==> config.mk <==
export PLATFORM = sky130hd
export DESIGN_NAME = param_dual_port_ram
export DESIGN_NICKNAME = d
export VERILOG_FILES = /design/src/rtl/param_dual_port_ram.sv
export SDC_FILE = /design/constraint.sdc
export NUM_CORES = 1
export LEC_CHECK = 0
export BUFFER_PORTS_ARGS = -buffer_cell sky130_fd_sc_hd__buf_4
export CELL_PAD_IN_SITES_DETAIL_PLACEMENT = 1
export CELL_PAD_IN_SITES_GLOBAL_PLACEMENT = 1
export CORE_AREA = 2 2 138 126
export CTS_CLUSTER_SIZE = 10
export DETAILED_ROUTE_END_ITERATION = 10
export DIE_AREA = 0 0 140 128
export GPL_TIMING_DRIVEN = 0
export HOLD_SLACK_MARGIN = 0.1
export PLACE_DENSITY = 0.62
export SETUP_SLACK_MARGIN = 0.1
export SLEW_MARGIN = 5
export SYNTH_ARGS = -nofsm -noshare
export SYNTH_HDL_FRONTEND = slang
export SYNTH_SLANG_ARGS = --single-unit
==> constraint.sdc <==
create_clock -name clk -period 1.7 [get_ports clk]
set_input_delay 0 -clock clk [delete_from_list [all_inputs] [get_ports clk]]
set_output_delay 0 -clock clk [all_outputs]
set_load 0.01 [all_outputs]
==> src/rtl/param_dual_port_ram.sv <==
// param_dual_port_ram: one-clock dual-port RAM with power-up clear sweep and read-first/write-through collision policy
module param_dual_port_ram #(
  parameter int ADDR_SIZE = 4,
  parameter int DATA_SIZE = 8,
  parameter int READ_MODE = 0,
  parameter logic [DATA_SIZE-1:0] INIT_VALUE = '0
) (
  input  logic                 clk,
  input  logic                 reset,
  input  logic                 wr_en,
  input  logic [ADDR_SIZE-1:0] wr_addr,
  input  logic [DATA_SIZE-1:0] wr_data,
  input  logic                 rd_en,
  input  logic [ADDR_SIZE-1:0] rd_addr,
  output logic [DATA_SIZE-1:0] rd_data,
  output logic                 rd_valid,
  output logic                 init_busy,
  output logic                 collision
);
  localparam logic CLEAR = 1'b0;
  localparam logic READY = 1'b1;
  localparam logic [ADDR_SIZE-1:0] LAST = '1;
  logic [DATA_SIZE-1:0] mem [2**ADDR_SIZE];
  logic state_q, state_d;
  logic [ADDR_SIZE-1:0] cnt_q, cnt_d;
  logic [DATA_SIZE-1:0] rd_data_q, rd_data_d;
  logic rd_valid_q, rd_valid_d;
  logic collision_q, collision_d;
  logic wr_fire, rd_fire, mem_we;
  logic [ADDR_SIZE-1:0] mem_wa;
  logic [DATA_SIZE-1:0] mem_wd;
  always_comb begin
    wr_fire = state_q == READY && wr_en;
    rd_fire = state_q == READY && rd_en;
    collision_d = rd_fire && wr_fire && rd_addr == wr_addr;
    rd_valid_d = rd_fire;
    rd_data_d = !rd_fire ? rd_data_q : (collision_d && READ_MODE == 1) ? wr_data : mem[rd_addr];
    state_d = (state_q == CLEAR && cnt_q == LAST) ? READY : state_q;
    cnt_d = state_q == CLEAR ? cnt_q + 1'b1 : '0;
    mem_we = state_q == CLEAR || wr_fire;
    mem_wa = state_q == CLEAR ? cnt_q : wr_addr;
    mem_wd = state_q == CLEAR ? INIT_VALUE : wr_data;
  end
  always_ff @(posedge clk) begin
    if (reset) begin
      state_q <= CLEAR;
      cnt_q <= '0;
      rd_data_q <= '0;
      rd_valid_q <= 1'b0;
      collision_q <= 1'b0;
    end else begin
      state_q <= state_d;
      cnt_q <= cnt_d;
      rd_data_q <= rd_data_d;
      rd_valid_q <= rd_valid_d;
      collision_q <= collision_d;
      if (mem_we) mem[mem_wa] <= mem_wd;
    end
  end
  assign rd_data = rd_data_q;
  assign rd_valid = rd_valid_q;
  assign collision = collision_q;
  assign init_busy = state_q == CLEAR;
endmodule

# Word level (Yosys, flattened, before mapping)
# Memory sizes are Yosys's and may differ from the RTL's. A register that Yosys moved wholly into a read port is not among the register bits.
# Cells that the tools add are included.
[totals] regBits=7 mem_bits_rw=128 in_bits=20 out_inout_bits=11 word_cells=21 mem_count=1
[mem_list] name="mem" depth=16 word_bits=8 rd=1 rd_clocked_by_memory_dff=1 wr=1 line_no="23" source="logic [DATA_SIZE-1:0] mem [2**ADDR_SIZE];"
[op_classes] n_addsub=1 eq_ne=2 n_mux=5 bitwise=1 reduce_logical=7
[ops] operator="2-to-1 mux 8 bit" count=1
[ops] operator="logical AND 1 bit" count=5
[ops] operator="adder 4 x 1 -> 4 bit, second input constant" count=1
[ops] operator="== test 4 bit" count=1
[ops] operator="== test 4 bit, second input constant" count=1
[ops] operator="2-to-1 mux 4 bit" count=1
[ops] operator="2-to-1 mux 1 bit" count=3
[ops] operator="OR reduction 2 bit" count=1
[ops] operator="logical OR 1 bit" count=1
[ops] operator="NOT 1 bit" count=1

# Logic depth before layout (Yosys ltp)
# Gate-level depths: netlist of run 1.
[depth] word_depth=5 mapped_depth=7 ltp_nobuf=4

# Worst setup path after synthesis of run 1
# OpenSTA, ideal clock, no wires.
[synth_timing] kind="flip-flop to flip-flop" from="register state_q" to="memory mem[10][0] (enable)" setup_time_ps=370 arrival_time_ps=1457 required_time_ps=1330 setup_slack_ps=-128 stages_incl_launch_ff=7 path_buffers=2 synth_period_minus_slack_ps=1828 cell_sequence="dfxtp_1 clkbuf_1 clkbuf_1 nand3_1 o21ai_0 nand2_1 nor2_1"
[synth_between] elab_chain_cells=5 elab_cells_between_ends=7 classes_between="mux (4); bitwise (1); reduce/logical (2)"
[synth_lines] item="from (decl)" line_no="24" source="logic state_q, state_d;"
[synth_lines] item="from (signal assigned)" line_no="52" source="state_q <= state_d;"
[synth_lines] item="logical AND 1 bit or NOT 1 bit (tied branches)" line_no="33, 40"
[synth_lines] item="logical OR 1 bit" line_no="40" source="mem_we = state_q == CLEAR || wr_fire;"
[synth_lines] item="2-to-1 mux 1 bit" line_no="57" source="if (mem_we) mem[mem_wa] <= mem_wd;"
[synth_lines] item="2-to-1 mux 1 bit" line_no="45" source="if (reset) begin"
[synth_lines] item="2-to-1 mux 1 bit (implied by the code)" line_no="57"
[synth_lines] item="to (decl)" line_no="23"
# Parallel ways exist; a longest one is shown, timed or not.

# Final worst setup path of run 1
[layout_timing] from="register state_q" to="memory mem[3][0] (enable)"
# Same word-level chain as after synthesis.

==> reports/results.ini, run 1 <==
[logic_synthesis]
ys_seq_area_share_pct=73.0
yosysWarnings=0
synth_top_area_cell=edfxtp_1
syn_avg_cell_area_um2=19.2
synth_top_area_share_pct=67.7
syn_area_um2=5680
synthesis.nets=317
synth_cells=296
synth-seq-cells=143
synthTopCellsByArea=edfxtp_1 68%, mux4_2 8.7%, dfxtp_1 5.3%
synth.distinct_cells=38

[setup_path]
startpoint_type=register
crit_fanout=8
critPathArrivalTime_ns=1.74
slowest_delay_ns=0.33
r2r_slack_ns=0.09
slowest_stage=dfxtp_2
timing.rr.end=mem[3][0]$_DFFE_PP_
r2r_start=state_q$_SDFFE_PP0P_
worstPathRequired_ns=1.83
crit_family=simple AND/OR/NAND/NOR gates
crit_buf_inv=2
endpoint_kind=register
path_class=reg2reg
worst_r2r_path_depth=6
cp_cell_sequence=buf_8 > mux2i_4 > nor2b_4 > nand2_4 > nor2_4 > buf_12

[final_layout]
layout_common_cells=128 x edfxtp_1, 34 x buf_4, 25 x mux4_2
drive_gt1_share_pct=43.9
synthToLayoutAreaGrowth_pct=31.8
finalNonFillerCells=596
final_common_cell=edfxtp_1
num_antenna_cells=0
fin_nets=393

[grt]
grt_pass1_vias=3304
antenna_found_initial=0
grt_pass1_wl_mm=20.0
grt.total_usage_pct=15.7
overflow=0
grt_max_degree=17

[flow_run]
max-cap-violations=0

[power_and_ir_drop]
power.leakage_nw=2.47
total_power_mw=8.00
ir_drop_v=0.000677
p_per_area_nw_per_um2=1070

[drt]
ant_nets=0
met1Wirelength_mm=5.48
via_per_inst=4.99
dr.first_iter.drc_count=238
wl_met3_um=696
drcViolationCount=2
top_layer_used=met4
vias=2975
routed_wl_mm=12.8
firstDrtPassIters=7
post_drt_wl_per_cell_um=21.6
met2_length_mm=6.55

[timing]
setup_ws_ns=0.0927
finalCritPeriodShare_pct=94.5
maxSlewHeadroom_pct=56.4
setup_violations=0
period_needed_ns=1.61
slew_violations=0
skew_ns=0.00425
max_freq_mhz=622
hold_violations=0
worst_pin_slew_ns=0.653
rsz0062_at_grt=true
holdWs_ns=0.134

[die]
fp.dieW_um=140
fp.dieArea_um2=17900
num_rows=45
design.core.area_um2=16600
io_pins=31
start_util_pct=34.2
die_y_um=128

[clock_network]
clk_pin_slew_worst_paths_ns=0.06
cts_buffers=17
cts_tree=yes
cts_buffer_depth=2
clkLatencyLatePin_ns=0.42
cts_root_buf=clkbuf_16
htree_levels=4
clkSinkCount=143

[placed_design]
gp_congestion=0.721
pre_cts_slack_ns=-0.312
hpwl_mm=8.18
portBuffers=27
placed_cells=534

[min_path]
min_path_cells=2
hold_path_class=in2reg
whs_endpoint=mem[6][4]$_DFFE_PP_
holdCritStartpoint=wr_data[4]

[status]
violations=DRC
status=complete, but fails checks

[layout make-up]
type | count | area, µm²
multi-input combinational | 135 | 1670
clock buffer | 20 | 457
clock inverter | 12 | 141
fill | 1550 | 9120
inverter | 3 | 16.3
tap | 211 | 264
sequential | 143 | 4150
timing repair buffer | 57 | 648
buffer | 15 | 145
[sequential cells by signal, indices dropped and copies added (netlist names)]
register   cells
mem          128
rd_data        8
collision      1
cnt_q          4
state_q        1
rd_valid       1
[routing by layer]
metal  up-vias  GRT usage (%)
li1       1357              -
met1      1537           19.2
met2        72           27.0
met3         9           4.86
met4         0           4.99
met5         -              0
[worst max path at each step]
stage,startpoint,end,slack (ns),cells after the start
floorplan,state_q$_SDFFE_PP0P_,mem[10][0]$_DFFE_PP_,0.15,5
global placement,rd_addr[3],rd_data[2]$_SDFFE_PP0P_,-0.27,6
detailed placement,rd_addr[3],rd_data[3]$_SDFFE_PP0P_,-0.31,6
CTS,state_q$_SDFFE_PP0P_,rd_data[4]$_SDFFE_PP0P_,0.04,6
global route,state_q$_SDFFE_PP0P_,mem[11][4]$_DFFE_PP_,0.03,6
finish,state_q$_SDFFE_PP0P_,mem[3][0]$_DFFE_PP_,0.09,6
[repair_timing]
action	4_1_cts	5_1_grt
resized for setup	26	19
setup buffers	19	3
setup endpoints to repair	224	136
hold buffers	8	0
pin swaps	19	15
endpoints found under the hold margin	7	0
[kinds of logic (layout without fill, tap and decap cells)]
group / after synthesis / in the layout / synth area share (%)
adder cells (fa/ha/maj): 1 / 1 / 0.220
multiplexers: 49 / 49 / 16.0
AO/OA/AOI/OAI: 25 / 25 / 2.86
flip-flops: 143 / 143 / 73.0
buffers and inverters: 18 / 107 / 2.31
XOR/XNOR: 6 / 6 / 0.925
AND/OR/NAND/NOR: 54 / 54 / 4.74
[power breakdown]
group	leakage (nW)	internal (mW)	total (mW)	switching [mW]
sequential	1.25	3.83	3.85	0.0238
combinational	0.923	0.228	0.446	0.218
clock	0.291	2.36	3.70	1.34
total	2.47	6.42	8.00	1.58
[Yosys cell counts (all sizes together)]
cell type	count
edfxtp	128
mux4	30
nor2	19
dfxtp	15
mux2	10
and2	9
mux2i	9
o21ai	9
buf	8
a22oi	7
clkbuf	7
nand2	6
nor3	5
xnor2	5
nand3	4
a21oi	3
inv	3
nand2b	3
and3	2
nor2b	2
a2111oi	1
a221o	1
a31oi	1
a32oi	1
and3b	1
ha	1
nand3b	1
nor3b	1
nor4	1
o22ai	1
o32a	1
xor2	1
[per-stage QoR]
step | TNS (ns) | instance area, µm² | util, %
final | 0 | 7490 | 45.1
after global routing | 0 | 7490 | 45.1
after CTS | 0 | 7430 | 44.7
after detailed placement | -20.93 | 6310 | 38.0
after global placement | -16.31 | 6310 | 38.0
after floorplan | 0 | 5850 | -
[worst reg2reg max path, delay by kind of cell, from the launching register on]
family        cells  cell delay [ns]
buf+inv           2             0.25
flops             1             0.33
mux               1             0.24
simple gates      3             0.51
Note: power is estimated with default switching activity, not from simulation.
==> run 2: changes to the inputs <==
- CAP_MARGIN: unset -> 20
- CORE_AREA: 2 2 138 126 -> 2 2 119 110
- DIE_AREA: 0 0 140 128 -> 0 0 121 112
- PLACE_DENSITY: 0.62 -> 0.77
- SKIP_LAST_GASP: unset -> 1
==> reports/results.ini, run 2 (synthesis gave the netlist of run 1 again) <==
[status]
status=finished, final reports clean  ; was complete, but fails checks

[drt]
drcViolationCount=0  ; was 2
ant_nets=0  ; unchanged
firstDrtPassIters=4  ; was 7
dr.first_iter.drc_count=417  ; was 238
via_per_inst=5.69  ; was 4.99
routed_wl_mm=14.6  ; was 12.8 mm
post_drt_wl_per_cell_um=26.4  ; was 21.6 µm
vias=3147  ; was 2975

[power_and_ir_drop]
power.switching_mw=1.64  ; was 1.58 mW
ir_drop_v=0.00106  ; was 0.000677 V
switching_share_pct=19.5  ; was 19.8%
power_frac_comb_pct=5.5  ; was 5.6%
p_per_area_nw_per_um2=1120  ; was 1070 nW/µm²
power_frac_clock_pct=48.7  ; was 46.3%
power.leakage_nw=2.51  ; was 2.47 nW
total_power_mw=8.41  ; was 8.00 mW
power.internal_mw=6.77  ; was 6.42 mW
seq_power_share_pct=45.8  ; was 48.1%

[clock_network]
clkLatencyLatePin_ns=0.42  ; about the same
clkSinkCount=143  ; unchanged
cts_buffers=17  ; unchanged
cts_buffer_depth=2  ; unchanged
clk_pin_slew_worst_paths_ns=0.07  ; was 0.06 ns
cts_tree=yes  ; unchanged
cts_root_buf=clkbuf_16  ; unchanged
htree_levels=4  ; unchanged

[final_layout]
nFillCells=1062  ; was 1550
multiInputGateArea_um2=1650  ; was 1670 µm²
ff_latch_area_um2=4150  ; unchanged
drive_gt1_share_pct=45.2  ; was 43.9%
final_common_cell=edfxtp_1  ; unchanged
num_antenna_cells=0  ; unchanged
synthToLayoutAreaGrowth_pct=32.0  ; was 31.8%
regMostFlops=mem  ; unchanged
layout_common_cells=128 x edfxtp_1, 33 x buf_4, 28 x mux4_2  ; was 128 x edfxtp_1, 34 x buf_4, 25 x mux4_2
fin_nets=397  ; was 393
largest_reg_flops=128  ; unchanged

[setup_path]
endpoint_kind=register  ; unchanged
path_class=reg2reg  ; unchanged
cp_cell_sequence=buf_8 > mux2i_4 > nor2b_4 > nand2_4 > nor2_4 > buf_12  ; unchanged
slowest_delay_ns=0.33  ; about the same
startpoint_type=register  ; unchanged
crit_family=simple AND/OR/NAND/NOR gates  ; unchanged
crit_buf_inv=2  ; unchanged
crit_fanout=7  ; was 8
slowest_stage=dfxtp_2  ; unchanged
worstPathRequired_ns=1.83  ; about the same
critPathArrivalTime_ns=1.77  ; was 1.74 ns

[grt]
grt_pass1_wl_mm=22.0  ; was 20.0 mm
use_met2_pct=37.6  ; was 27.0%
overflow=0  ; unchanged
grt.met1_usage_pct=30.6  ; was 19.2%
grt-busiest-layer=met2  ; unchanged
antenna_found_initial=0  ; unchanged
grt_max_degree=17  ; unchanged
grtUsageMet3_pct=6.15  ; was 4.86%
grt_pass1_vias=3534  ; was 3304
grt.total_usage_pct=23.3  ; was 15.7%

[die]
design.core.area_um2=12300  ; was 16600 µm²
io_pins=31  ; unchanged
fp.dieArea_um2=13600  ; was 17900 µm²
num_rows=39  ; was 45
fp.dieW_um=121  ; was 140 µm
start_util_pct=46.0  ; was 34.2%
die_y_um=112  ; was 128 µm

[timing]
setup_violations=0  ; unchanged
skew_ns=0.0144  ; was 0.00425 ns
slew_violations=0  ; unchanged
max_freq_mhz=606  ; was 622 MHz
worst_pin_slew_ns=0.677  ; was 0.653 ns
hold_violations=0  ; unchanged
period_needed_ns=1.65  ; was 1.61 ns
rsz0062_at_grt=true  ; unchanged
finalCritPeriodShare_pct=97.0  ; was 94.5%
maxSlewHeadroom_pct=54.9  ; was 56.4%
setup-tns-final_ns=0  ; unchanged

[placed_design]
hpwl_mm=8.26  ; was 8.18 mm
portBuffers=27  ; unchanged
gp_congestion=0.788  ; was 0.721

[flow_run]
max-cap-violations=0  ; unchanged

[min_path]
hold_path_class=in2reg  ; unchanged

## run 2: worst paths after layout
kind	start	end	slack, ns	depth (start not counted)
min reg2reg	rd_data[0]$_SDFFE_PP0P_	rd_data[0]$_SDFFE_PP0P_	0.50	2
min	wr_data[3]	mem[5][3]$_DFFE_PP_	0.14	2
max reg2reg	state_q$_SDFFE_PP0P_	mem[3][7]$_DFFE_PP_	0.05	6
max	state_q$_SDFFE_PP0P_	mem[3][7]$_DFFE_PP_	0.05	6
## run 2: per-stage QoR
step	std cells	hold slack [ns]	setup slack [ns]	cell area (µm²)	util, %
2_1_floorplan	296	0.118	0.150	5850	-
3_3_place_gp	487	0.264	-0.208	6250	50.7
3_5_place_dp	487	0.262	-0.244	6250	50.7
4_1_cts	552	0.117	0.0608	7470	60.5
5_1_grt	553	0.161	-0.00880	7500	60.7
6_report	553	0.144	0.0512	7500	60.7
## run 2: power by group through the flow
stage	Combinational [mW]	Sequential [mW]	Clock (mW)
after global routing	0.494	3.86	4.29
final	0.465	3.85	4.09
after global placement	0.371	3.92	0
after floorplan	0.268	3.91	0
after detailed placement	0.378	3.92	0
after CTS	0.448	3.85	4.15
## run 2: area by class of cell
cell class,instances,area share [%]
multi-input cells,135,22.0
flip-flops and latches,143,55.3
clock buffers,21,6.27
plain buffers,15,1.92
repair buffers,61,9.11
clock inverters,11,2.49
well taps,164,2.74
inverters,3,0.150
## run 2: layer usage
layer	part of all wire [%]	wire length, µm
met2	51	7500
met5	0	0
met4	1.5	218
met3	8.2	1190
met1	39	5700
## run 2: timing repair
action / in CTS / in global routing
setup endpoints to repair: 225 / 184
resized for setup: 28 / 18
setup buffers: 25 / 0
endpoints found under the hold margin: 7 / 2
hold buffers: 8 / 1
pin swaps: 20 / 15
==> run 3: changes to the inputs <==
--- a/config.mk
+++ b/config.mk
@@ -17,3 +17,4 @@
 export HOLD_SLACK_MARGIN = 0.1
-export PLACE_DENSITY = 0.77
+export PLACE_DENSITY = 0.78
+export REMOVE_ABC_BUFFERS = 1
 export SETUP_SLACK_MARGIN = 0.1
==> constraint.sdc (replaced) <==
create_clock -name clk -period 1.7 [get_ports clk]
set_input_delay 0.51 -clock clk [delete_from_list [all_inputs] [get_ports clk]]
set_output_delay 0.51 -clock clk [all_outputs]
set_load 0.01 [all_outputs]
==> reports/results.ini, run 3 (synthesis gave the netlist of run 1 again) <==
[status]
status=complete, but fails checks  ; was finished, final reports clean
violations=setup timing

[power_and_ir_drop]
power.leakage_nw=2.44  ; was 2.51 nW
switching_share_pct=20.0  ; was 19.5%
seq_power_share_pct=48.0  ; was 45.8%
p_per_area_nw_per_um2=1100  ; was 1120 nW/µm²
power_frac_clock_pct=46.5  ; was 48.7%
power_frac_comb_pct=5.5  ; about the same
power.internal_mw=6.41  ; was 6.77 mW
power.switching_mw=1.61  ; was 1.64 mW
ir_drop_v=0.000716  ; was 0.00106 V

[final_layout]
nFillCells=1067  ; was 1062
multiInputGateArea_um2=1650  ; about the same
regMostFlops=mem  ; unchanged
num_antenna_cells=0  ; unchanged
largest_reg_flops=128  ; unchanged
ff_latch_area_um2=4150  ; about the same
layout_common_cells=128 x edfxtp_1, 41 x buf_4, 26 x mux4_2  ; was 128 x edfxtp_1, 33 x buf_4, 28 x mux4_2
synthToLayoutAreaGrowth_pct=28.9  ; was 32.0%
final_area_um2=7320  ; was 7500 µm²
finalNonFillerCells=539  ; was 553
fin_nets=383  ; was 397
drive_gt1_share_pct=42.1  ; was 45.2%
final_common_cell=edfxtp_1  ; unchanged

[setup_path]
endpoint_kind=register  ; unchanged
slowest_delay_ns=0.35  ; was 0.33 ns
crit_family=simple AND/OR/NAND/NOR gates  ; unchanged
path_class=reg2reg  ; unchanged
cp_cell_sequence=buf_12 > mux2i_4 > nor2b_4 > nand2_4 > nor2_4 > buf_12  ; was buf_8 > mux2i_4 > nor2b_4 > nand2_4 > nor2_4 > buf_12
slowest_stage=dfxtp_4  ; was dfxtp_2
critPathArrivalTime_ns=1.88  ; was 1.77 ns
startpoint_type=register  ; unchanged
worstPathRequired_ns=1.83  ; about the same
crit_path_frequent_cell=buf_12
crit_fanout=8  ; was 7
crit_buf_inv=2  ; unchanged

[timing]
setup_ws_ns=-0.0493  ; was 0.0512 ns
rsz0062_at_grt=true  ; unchanged
hold_violations=0  ; unchanged
max_freq_mhz=572  ; was 606 MHz
skew_ns=0.00973  ; was 0.0144 ns
finalCritPeriodShare_pct=103  ; was 97.0%
worst_pin_slew_ns=0.642  ; was 0.677 ns
maxSlewHeadroom_pct=57.2  ; was 54.9%
slew_violations=0  ; unchanged
setup_violations=82  ; was 0
period_needed_ns=1.75  ; was 1.65 ns

[drt]
routed_wl_mm=14.5  ; was 14.6 mm
drcViolationCount=0  ; unchanged
firstDrtPassIters=4  ; unchanged
post_drt_wl_per_cell_um=27.0  ; was 26.4 µm
via_per_inst=5.65  ; was 5.69
ant_nets=0  ; unchanged
vias=3046  ; was 3147
met1Wirelength_mm=5.96  ; was 5.70 mm
wl_met3_um=652  ; was 1.19 mm
met2_length_mm=7.70  ; was 7.50 mm
dr.first_iter.drc_count=311  ; was 417
top_layer_used=met4  ; unchanged

[clock_network]
cts_buffer_depth=2  ; unchanged
cts_buffers=17  ; unchanged
htree_levels=4  ; unchanged
cts_root_buf=clkbuf_16  ; unchanged
clkLatencyLatePin_ns=0.43  ; was 0.42 ns
cts_tree=yes  ; unchanged
clk_pin_slew_worst_paths_ns=0.06  ; was 0.07 ns
clkSinkCount=143  ; unchanged

[placed_design]
place_area_um2=5990  ; was 6250 µm²
placed_cells=475  ; was 487
portBuffers=30  ; was 27
pre_cts_slack_ns=-1.09  ; was -0.244 ns
gp_congestion=0.798  ; was 0.788
hpwl_mm=7.53  ; was 8.26 mm

[flow_run]
max-cap-violations=0  ; unchanged

[die]
fp.dieArea_um2=13600  ; unchanged
io_pins=31  ; unchanged
die_y_um=112  ; unchanged
fp.dieW_um=121  ; unchanged
start_util_pct=46.0  ; unchanged
num_rows=39  ; unchanged
design.core.area_um2=12300  ; unchanged

[grt]
grt_pass1_wl_mm=21.4  ; was 22.0 mm
grt_pass1_vias=3366  ; was 3534
grt_max_degree=36  ; was 17
antenna_found_initial=0  ; unchanged
grt.total_usage_pct=22.7  ; was 23.3%
overflow=0  ; unchanged

[min_path]
hold_path_class=in2reg  ; unchanged

-- run 3: power by group through the flow --
stage	clock (mW)	sequential [mW]	combinational, mW
after floorplan	0	3.91	0.173
after global placement	0	3.92	0.303
after detailed placement	0	3.92	0.314
after CTS	3.76	3.85	0.405
after global routing	3.92	3.86	0.467
final	3.73	3.85	0.441
-- run 3: worst paths after layout --
check                                              from                 endpoint  slack [ns]  depth (start not counted)
worst max-delay path               state_q$_SDFFE_PP0P_      mem[0][2]$_DFFE_PP_       -0.05                          6
worst min-delay path                              wr_en     collision$_SDFF_PP0_        0.35                          3
worst max register to register     state_q$_SDFFE_PP0P_      mem[0][2]$_DFFE_PP_       -0.05                          6
worst min register to register  rd_data[2]$_SDFFE_PP0P_  rd_data[2]$_SDFFE_PP0P_        0.50                          2
-- run 3: metal layers --
layer	vias up	GRT usage, %
li1	1337	-
met1	1605	29.0
met2	86	38.0
met3	18	6.40
met4	0	6.67
met5	-	0
-- run 3: per-stage QoR --
stage / TNS, ns / util, % / hold slack [ns] / power, mW
floorplan: -22.78 / - / 0.465 / 4.08
global placement: -110.53 / 48.5 / 0.484 / 4.22
detailed placement: -131.94 / 48.5 / 0.497 / 4.23
CTS: 0 / 58.2 / 0.319 / 8.02
global route: -5.07 / 59.3 / 0.347 / 8.24
finish: -1.76 / 59.3 / 0.350 / 8.02
-- run 3: final cells by class --
class / count / area share, %
clock buffers: 25 / 6.50
clock inverters: 7 / 1.49
inverters: 3 / 0.205
multi-input cells: 135 / 22.6
flip-flops and latches: 143 / 56.7
well taps: 164 / 2.80
repair buffers: 62 / 9.78
-- run 3: worst min-delay path: cells and delay by family --
family / cells / cell delay, ns
buffers and inverters: 1 / 0.12
AND/OR/NAND/NOR: 2 / 0.09
-- run 3: timing repair --
action                                  in CTS  in global routing
pin swaps                                   16                  3
endpoints found under the setup margin     266                151
setup buffers                               28                  3
gates resized for setup                     54                 25
hold buffers                                 0                  0
gates cloned                                 1                  0
